===== src/rtl/rob_pkg.sv =====
// Shared types and default widths for the ROB writeback path.
package rob_pkg;

  localparam int DATA_WIDTH_DEF = 32;
  localparam int FIFO_DEPTH_DEF = 8;
  localparam int PTR_WIDTH      = $clog2(FIFO_DEPTH_DEF);

  typedef struct packed {
    logic [PTR_WIDTH-1:0]      addr;
    logic [DATA_WIDTH_DEF-1:0] data;
  } wb_req_t;

  typedef struct packed {
    logic                      en;
    logic [PTR_WIDTH-1:0]      addr;
    logic [DATA_WIDTH_DEF-1:0] data;
  } wb_port_t;

endpackage


===== src/rtl/rr_multi_grant.sv =====
// Rotated priority scan that hands out up to N_WRITE_PORTS grants per cycle,
// letting at most one requester claim any given entry address.
module rr_multi_grant #(
  parameter  int N_REQ         = 4,
  parameter  int N_WRITE_PORTS = 2,
  parameter  int PTR_WIDTH     = 3,
  localparam int IDX_W         = $clog2(N_REQ)
) (
  input  logic [N_REQ-1:0]                        valid,
  input  logic [N_REQ-1:0][PTR_WIDTH-1:0]         addr,
  input  logic [IDX_W-1:0]                        rr_ptr,
  output logic [N_REQ-1:0]                        grant,
  output logic [N_WRITE_PORTS-1:0][IDX_W-1:0]     port_idx,
  output logic [N_WRITE_PORTS-1:0]                port_vld,
  output logic [IDX_W-1:0]                        last_idx
);

  logic [N_WRITE_PORTS-1:0][PTR_WIDTH-1:0] port_addr_s;
  logic [IDX_W-1:0]                        cand_s;
  logic                                    hit_s;
  logic                                    placed_s;

  // base and off are both below N_REQ, so a single subtract wraps the sum
  function automatic logic [IDX_W-1:0] rot_idx(input logic [IDX_W-1:0] base, input int off);
    int sum;
    sum = int'(base) + off;
    return (sum >= N_REQ) ? IDX_W'(sum - N_REQ) : IDX_W'(sum);
  endfunction

  // Scan requesters from rr_ptr; ports fill in order so the first free port is the next one
  always_comb begin
    grant       = '0;
    port_idx    = '0;
    port_vld    = '0;
    port_addr_s = '0;
    last_idx    = rr_ptr;
    cand_s      = '0;
    hit_s       = 1'b0;
    placed_s    = 1'b0;
    for (int j = 0; j < N_REQ; j++) begin
      cand_s   = rot_idx(rr_ptr, j);
      hit_s    = 1'b0;
      placed_s = 1'b0;
      for (int k = 0; k < N_WRITE_PORTS; k++) begin
        if (port_vld[k] && (port_addr_s[k] == addr[cand_s])) begin
          hit_s = 1'b1;
        end else begin
          hit_s = hit_s;
        end
      end
      for (int k = 0; k < N_WRITE_PORTS; k++) begin
        if (valid[cand_s] && !hit_s && !placed_s && !port_vld[k]) begin
          port_vld[k]    = 1'b1;
          port_idx[k]    = cand_s;
          port_addr_s[k] = addr[cand_s];
          grant[cand_s]  = 1'b1;
          last_idx       = cand_s;
          placed_s       = 1'b1;
        end else begin
          placed_s = placed_s;
        end
      end
    end
  end

endmodule


===== src/rtl/rob_wb_arbiter.sv =====
// Round-robin arbiter sharing the ROB RAM write ports among writeback units;
// grants are combinational, the RAM write ports are registered.
module rob_wb_arbiter #(
  parameter  int DATA_WIDTH    = 32,
  parameter  int FIFO_DEPTH    = 8,
  parameter  int N_REQ         = 4,
  parameter  int N_WRITE_PORTS = 2,
  localparam int PTR_WIDTH     = $clog2(FIFO_DEPTH),
  localparam int REQ_IDX_WIDTH = $clog2(N_REQ)
) (
  input  logic                                     clk,
  input  logic                                     rst_aL,
  input  logic                                     flush,
  input  logic [N_REQ-1:0]                         req_valid,
  input  logic [N_REQ-1:0][PTR_WIDTH-1:0]          req_addr,
  input  logic [N_REQ-1:0][DATA_WIDTH-1:0]         req_data,
  output logic [N_REQ-1:0]                         req_ready,
  output logic [N_WRITE_PORTS-1:0]                 wr_en,
  output logic [N_WRITE_PORTS-1:0][PTR_WIDTH-1:0]  wr_addr,
  output logic [N_WRITE_PORTS-1:0][DATA_WIDTH-1:0] wr_data,
  output logic [REQ_IDX_WIDTH-1:0]                 rr_ptr
);

  import rob_pkg::*;

  logic [N_REQ-1:0]                            grant_s;
  logic [N_WRITE_PORTS-1:0][REQ_IDX_WIDTH-1:0] port_idx_s;
  logic [N_WRITE_PORTS-1:0]                    port_vld_s;
  logic [REQ_IDX_WIDTH-1:0]                    last_idx_s;
  logic [REQ_IDX_WIDTH-1:0]                    ptr_next_s;
  logic [REQ_IDX_WIDTH-1:0]                    rr_ptr_r;
  wb_port_t                                    port_r [N_WRITE_PORTS];

  rr_multi_grant #(
    .N_REQ         (N_REQ),
    .N_WRITE_PORTS (N_WRITE_PORTS),
    .PTR_WIDTH     (PTR_WIDTH)
  ) u_grant (
    .valid    (req_valid),
    .addr     (req_addr),
    .rr_ptr   (rr_ptr_r),
    .grant    (grant_s),
    .port_idx (port_idx_s),
    .port_vld (port_vld_s),
    .last_idx (last_idx_s)
  );

  assign ptr_next_s = (last_idx_s == REQ_IDX_WIDTH'(N_REQ - 1)) ? '0
                                                                : last_idx_s + REQ_IDX_WIDTH'(1);

  // Handshake gating: reset and flush both kill every grant
  always_comb begin
    req_ready = '0;
    if (!rst_aL || flush) begin
      req_ready = '0;
    end else begin
      req_ready = grant_s;
    end
  end

  // Write-port and pointer registers; flush drops new grants but leaves held addr/data alone
  always_ff @(posedge clk or negedge rst_aL) begin
    if (!rst_aL) begin
      for (int k = 0; k < N_WRITE_PORTS; k++) begin
        port_r[k] <= '0;
      end
      rr_ptr_r <= '0;
    end else if (flush) begin
      for (int k = 0; k < N_WRITE_PORTS; k++) begin
        port_r[k].en <= 1'b0;
      end
      rr_ptr_r <= '0;
    end else begin
      for (int k = 0; k < N_WRITE_PORTS; k++) begin
        port_r[k].en <= port_vld_s[k];
        if (port_vld_s[k]) begin
          port_r[k].addr <= req_addr[port_idx_s[k]];
          port_r[k].data <= req_data[port_idx_s[k]];
        end
      end
      if (|port_vld_s) begin
        rr_ptr_r <= ptr_next_s;
      end
    end
  end

  // Unpack the port registers onto the RAM-facing buses
  always_comb begin
    wr_en   = '0;
    wr_addr = '0;
    wr_data = '0;
    for (int k = 0; k < N_WRITE_PORTS; k++) begin
      wr_en[k]   = port_r[k].en;
      wr_addr[k] = port_r[k].addr;
      wr_data[k] = port_r[k].data;
    end
  end

  assign rr_ptr = rr_ptr_r;

endmodule


===== config.mk =====
export PLATFORM = sky130hd
export DESIGN_NAME = rob_wb_arbiter
export DESIGN_NICKNAME = d
export VERILOG_FILES = /design/src/rtl/rob_pkg.sv /design/src/rtl/rr_multi_grant.sv /design/src/rtl/rob_wb_arbiter.sv
export SDC_FILE = /design/constraint.sdc
export NUM_CORES = 1
export LEC_CHECK = 0
export CAP_MARGIN = 10
export CORE_MARGIN = 2
export CORE_UTILIZATION = 49
export CTS_CLUSTER_SIZE = 40
export DETAILED_ROUTE_END_ITERATION = 10
export MAX_ROUTING_LAYER = met4
export PLACE_DENSITY = 0.93
export SYNTH_ARGS = -nofsm -noshare
export SYNTH_HDL_FRONTEND = slang
export SYNTH_SLANG_ARGS = --single-unit

===== constraint.sdc =====
create_clock -name clk -period 10.5 [get_ports clk]
set_input_delay 2.625 -clock clk [delete_from_list [all_inputs] [get_ports clk]]
set_output_delay 2.625 -clock clk [all_outputs]
set_load 0.05 [all_outputs]

==> flow_summary_export.csv <==
group,metric,value,unit
status,status,"completed",
clock_tree,cts_hold_buffers,0,
die,dieHeight,115,um
clock_tree,clockBufferDepth,2,
cells_and_area,register_area,0.00185,mm2
hold_path,holdPathEnd,"wr_addr[0]",
grt,grt_pass1_vias,5805,
sta,finalHoldViolCount,0,
synth,syn_area_per_cell,12.2,um2
synth,synth-edff-count,0,
die,initial_core_util,50.3,%
setup_path,crit_chain,"clkdlybuf4s50_1, mux4_2, clkinv_1, a21oi_1, a32oi_1, o31ai_2, o21ai_0, nor2_1, nand2_1, a21oi_1, clkdlybuf4s50_1",
routing,wirelength,19.5,mm
clock_tree,cts_tree,"yes",
die,core,0.0120,mm2
setup_path,worstSetupStartpointType,"primary input",
setup_path,r2r_slack,3.90,ns
clock_tree,clk_pin_slew,0.05,ns
sta,finalCritPeriodShare,91.3,%
synth,synthTopCellsByArea,"dfrtp_1, mux4_2, mux2i_1",
setup_path,cp_max_fo,21,
clock_tree,ctsResizeCount,0,
routing,viasPerCell,6.42,
job,maxCapViolCount,0,
sta,worst_slew_pin_slew,1.25,ns
synth,synth_seq_cells,74,
die,die-area,0.0132,mm2
cells_and_area,drive_gt1_share,22.1,%
sta,setup_violations,0,
synth,netlist_area,0.00604,mm2
synth,synth_top_area_share,30.7,%
cells_and_area,antenna_cells,0,
synth,syn-num-nets,647,
clock_tree,clkSinkCount,74,
place,portBuffers,224,
clock_tree,cts_buffers,9,
place,dp_hpwl,14.1,mm
synth,yosysUniqueCellTypes,61,
die,pin_count,225,
clock_tree,htreeDepth,3,
sta,final.min_clock_period,9.58,ns
clock_tree,clockRootBuffer,"clkbuf_16",
grt,antenna_found_initial,0,
setup_path,arrival,6.96,ns
grt,grt_usage,31.2,%
setup_path,required,7.88,ns
setup_path,end_kind,"output port",
routing,final_antenna_net_count,0,
setup_path,slowest_stage,"o31ai_2",
sta,setup_ws,0.917,ns
grt,grt_pass1_wl,30.8,mm
setup_path,regToRegStartpoint,"rr_ptr[1]",
synth,yosys.area.top_type,"dfrtp_1",
setup_path,rr_endpoint,"wr_data[55]",
routing,dr_total_vias,5446,
synth,yosysSeqAreaShare,30.7,%
setup_path,ff2ff_path_depth,13,
setup_path,critPathMaxStageDelay,0.82,ns
cells_and_area,fillers,850,
sta,slew_violations,0,
setup_path,crit_type,"primary input to output port",
sta,slew_headroom,16.8,%
routing,dr.pass1.iters,5,
routing,drc_errors,0,
clock_tree,clkLatencyLatePin,0.34,ns
sta,fin_setup_tns,0,ns
grt,grt_start_max_net_pins,71,
die,row_count,40,
sta,rsz0062_at_grt,"no",
place,place.gp.congestion,0.902,
sta,skew,0.00281,ns
sta,fmax,104,MHz
cells_and_area,area_growth_syn_to_layout,42.1,%
synth,synth_warnings,0,
grt,grt-ovfl-total,0,
routing,drt_iter0_markers,545,
synth,ys.flop_type,"dfrtp_1",
routing,wl_per_cell,23.0,um
hold_path,holdCritPathClass,"register to register",
cells_and_area,fin_nets,852,
cells_and_area,multi_input_area,0.00397,mm2
hold_path,hold_depth,1,
synth,async_flop_share,100,%
place,place_ws,1.03,ns
die,die-width,115,um
hold_path,hold_start,"wr_addr[0]",
synth,syn_inst,495,
clock_tree,postCtsSetupBuffers,0,
-- cells by family after synthesis --
family / share of synthesized area [%]
and+or+nand+nor: 8.58
adders and majority gates: 1.04
buffers and inverters: 4.27
xor gates and xnor gates: 2.03
DFF: 30.7
AOI/OAI and AO/OA: 14.8
muxes: 38.6
-- area by class of cell --
type	count	share of cell area, %
clock inverter	1	0.0583
tap	147	2.14
inverter	8	0.350
clock buffer	11	2.83
timing repair buffer	232	26.8
multi-input combinational	375	46.2
sequential	74	21.6
-- worst max-delay path by stage --
stage	start	endpoint	slack (ns)
6_report	req_valid[3]	req_ready[1]	0.92
5_1_grt	req_valid[3]	req_ready[1]	0.60
4_1_cts	req_valid[3]	req_ready[0]	1.03
3_5_place_dp	req_valid[3]	req_ready[0]	1.03
3_3_place_gp	req_valid[3]	req_ready[1]	1.22
2_1_floorplan	req_valid[3]	req_ready[0]	2.51
-- worst max-delay path, delay by kind of cell --
family                 cells  cell delay (ns)
buffers and inverters      3             1.74
AO/OA/AOI/OAI              5             1.55
multiplexers               1             0.60
AND/OR/NAND/NOR            2             0.44
-- layout by cell type (no fill, tap or decap), types with 2 or more instances in the layout --
cell type and count:
a21oi_1 8, a221oi_1 5, a221oi_2 29, a222oi_1 4
a32oi_1 2, buf_4 9, clkbuf_16 9, clkdlybuf4s50_1 223
clkinv_1 2, dfrtp_1 74, ha_1 5, inv_1 5
mux2_1 4, mux2_2 38, mux2i_1 72, mux4_2 50
nand2_1 17, nand2b_1 4, nand3_1 8, nand3b_1 4
nand4_1 2, nor2_1 50, nor2_2 2, nor2b_1 2
nor3_1 4, nor4_1 3, o211ai_1 7, o21ai_0 6
o311a_1 2, o31a_1 2, o31ai_1 2, or3b_2 2
xnor2_1 8, xor2_1 6
-- metrics by stage --
| stage | instance area [um2] | util (%) | hold WS [ns] | cells |
|---|---|---|---|---|
| detailed placement | 8330 | 69.4 | 0.477 | 836 |
| CTS | 8580 | 71.4 | 0.488 | 848 |
| global route | 8580 | 71.4 | 0.496 | 848 |
| global placement | 8330 | 69.4 | 0.474 | 836 |
| finish | 8580 | 71.4 | 0.481 | 848 |
| floorplan | 6040 | - | 0.791 | 495 |
-- per-layer routing --
layer	GRT usage, %	share of wire (%)	vias to the layer above
met3	7.64	6.6	32
met2	52.2	53	265
met4	10.4	1.8	0
met5	-	0	-
met1	37.1	39	2776
li1	-	-	2373
-- synthesized netlist by cell type (5+ instances only) --
library cell and instances:
a21oi_1 9, a221oi_1 5, a221oi_2 29, buf_2 14, buf_4 6, buf_6 6, clkbuf_1 9, dfrtp_1 74
ha_1 5, inv_1 5, mux2_2 38, mux2i_1 72, mux4_2 50, nand2_1 17, nand3_1 8, nor2_1 50
o211ai_1 7, o21ai_0 6, xnor2_1 8, xor2_1 6
-- flip-flops by register name, summed over array words and instances, names as in the netlist --
name / flops
rr_ptr: 2
wr_addr: 6
wr_data: 64
wr_en: 2
Power is not shown: default switching activity piles up to over one toggle a cycle in this logic, so the estimate is an artifact.
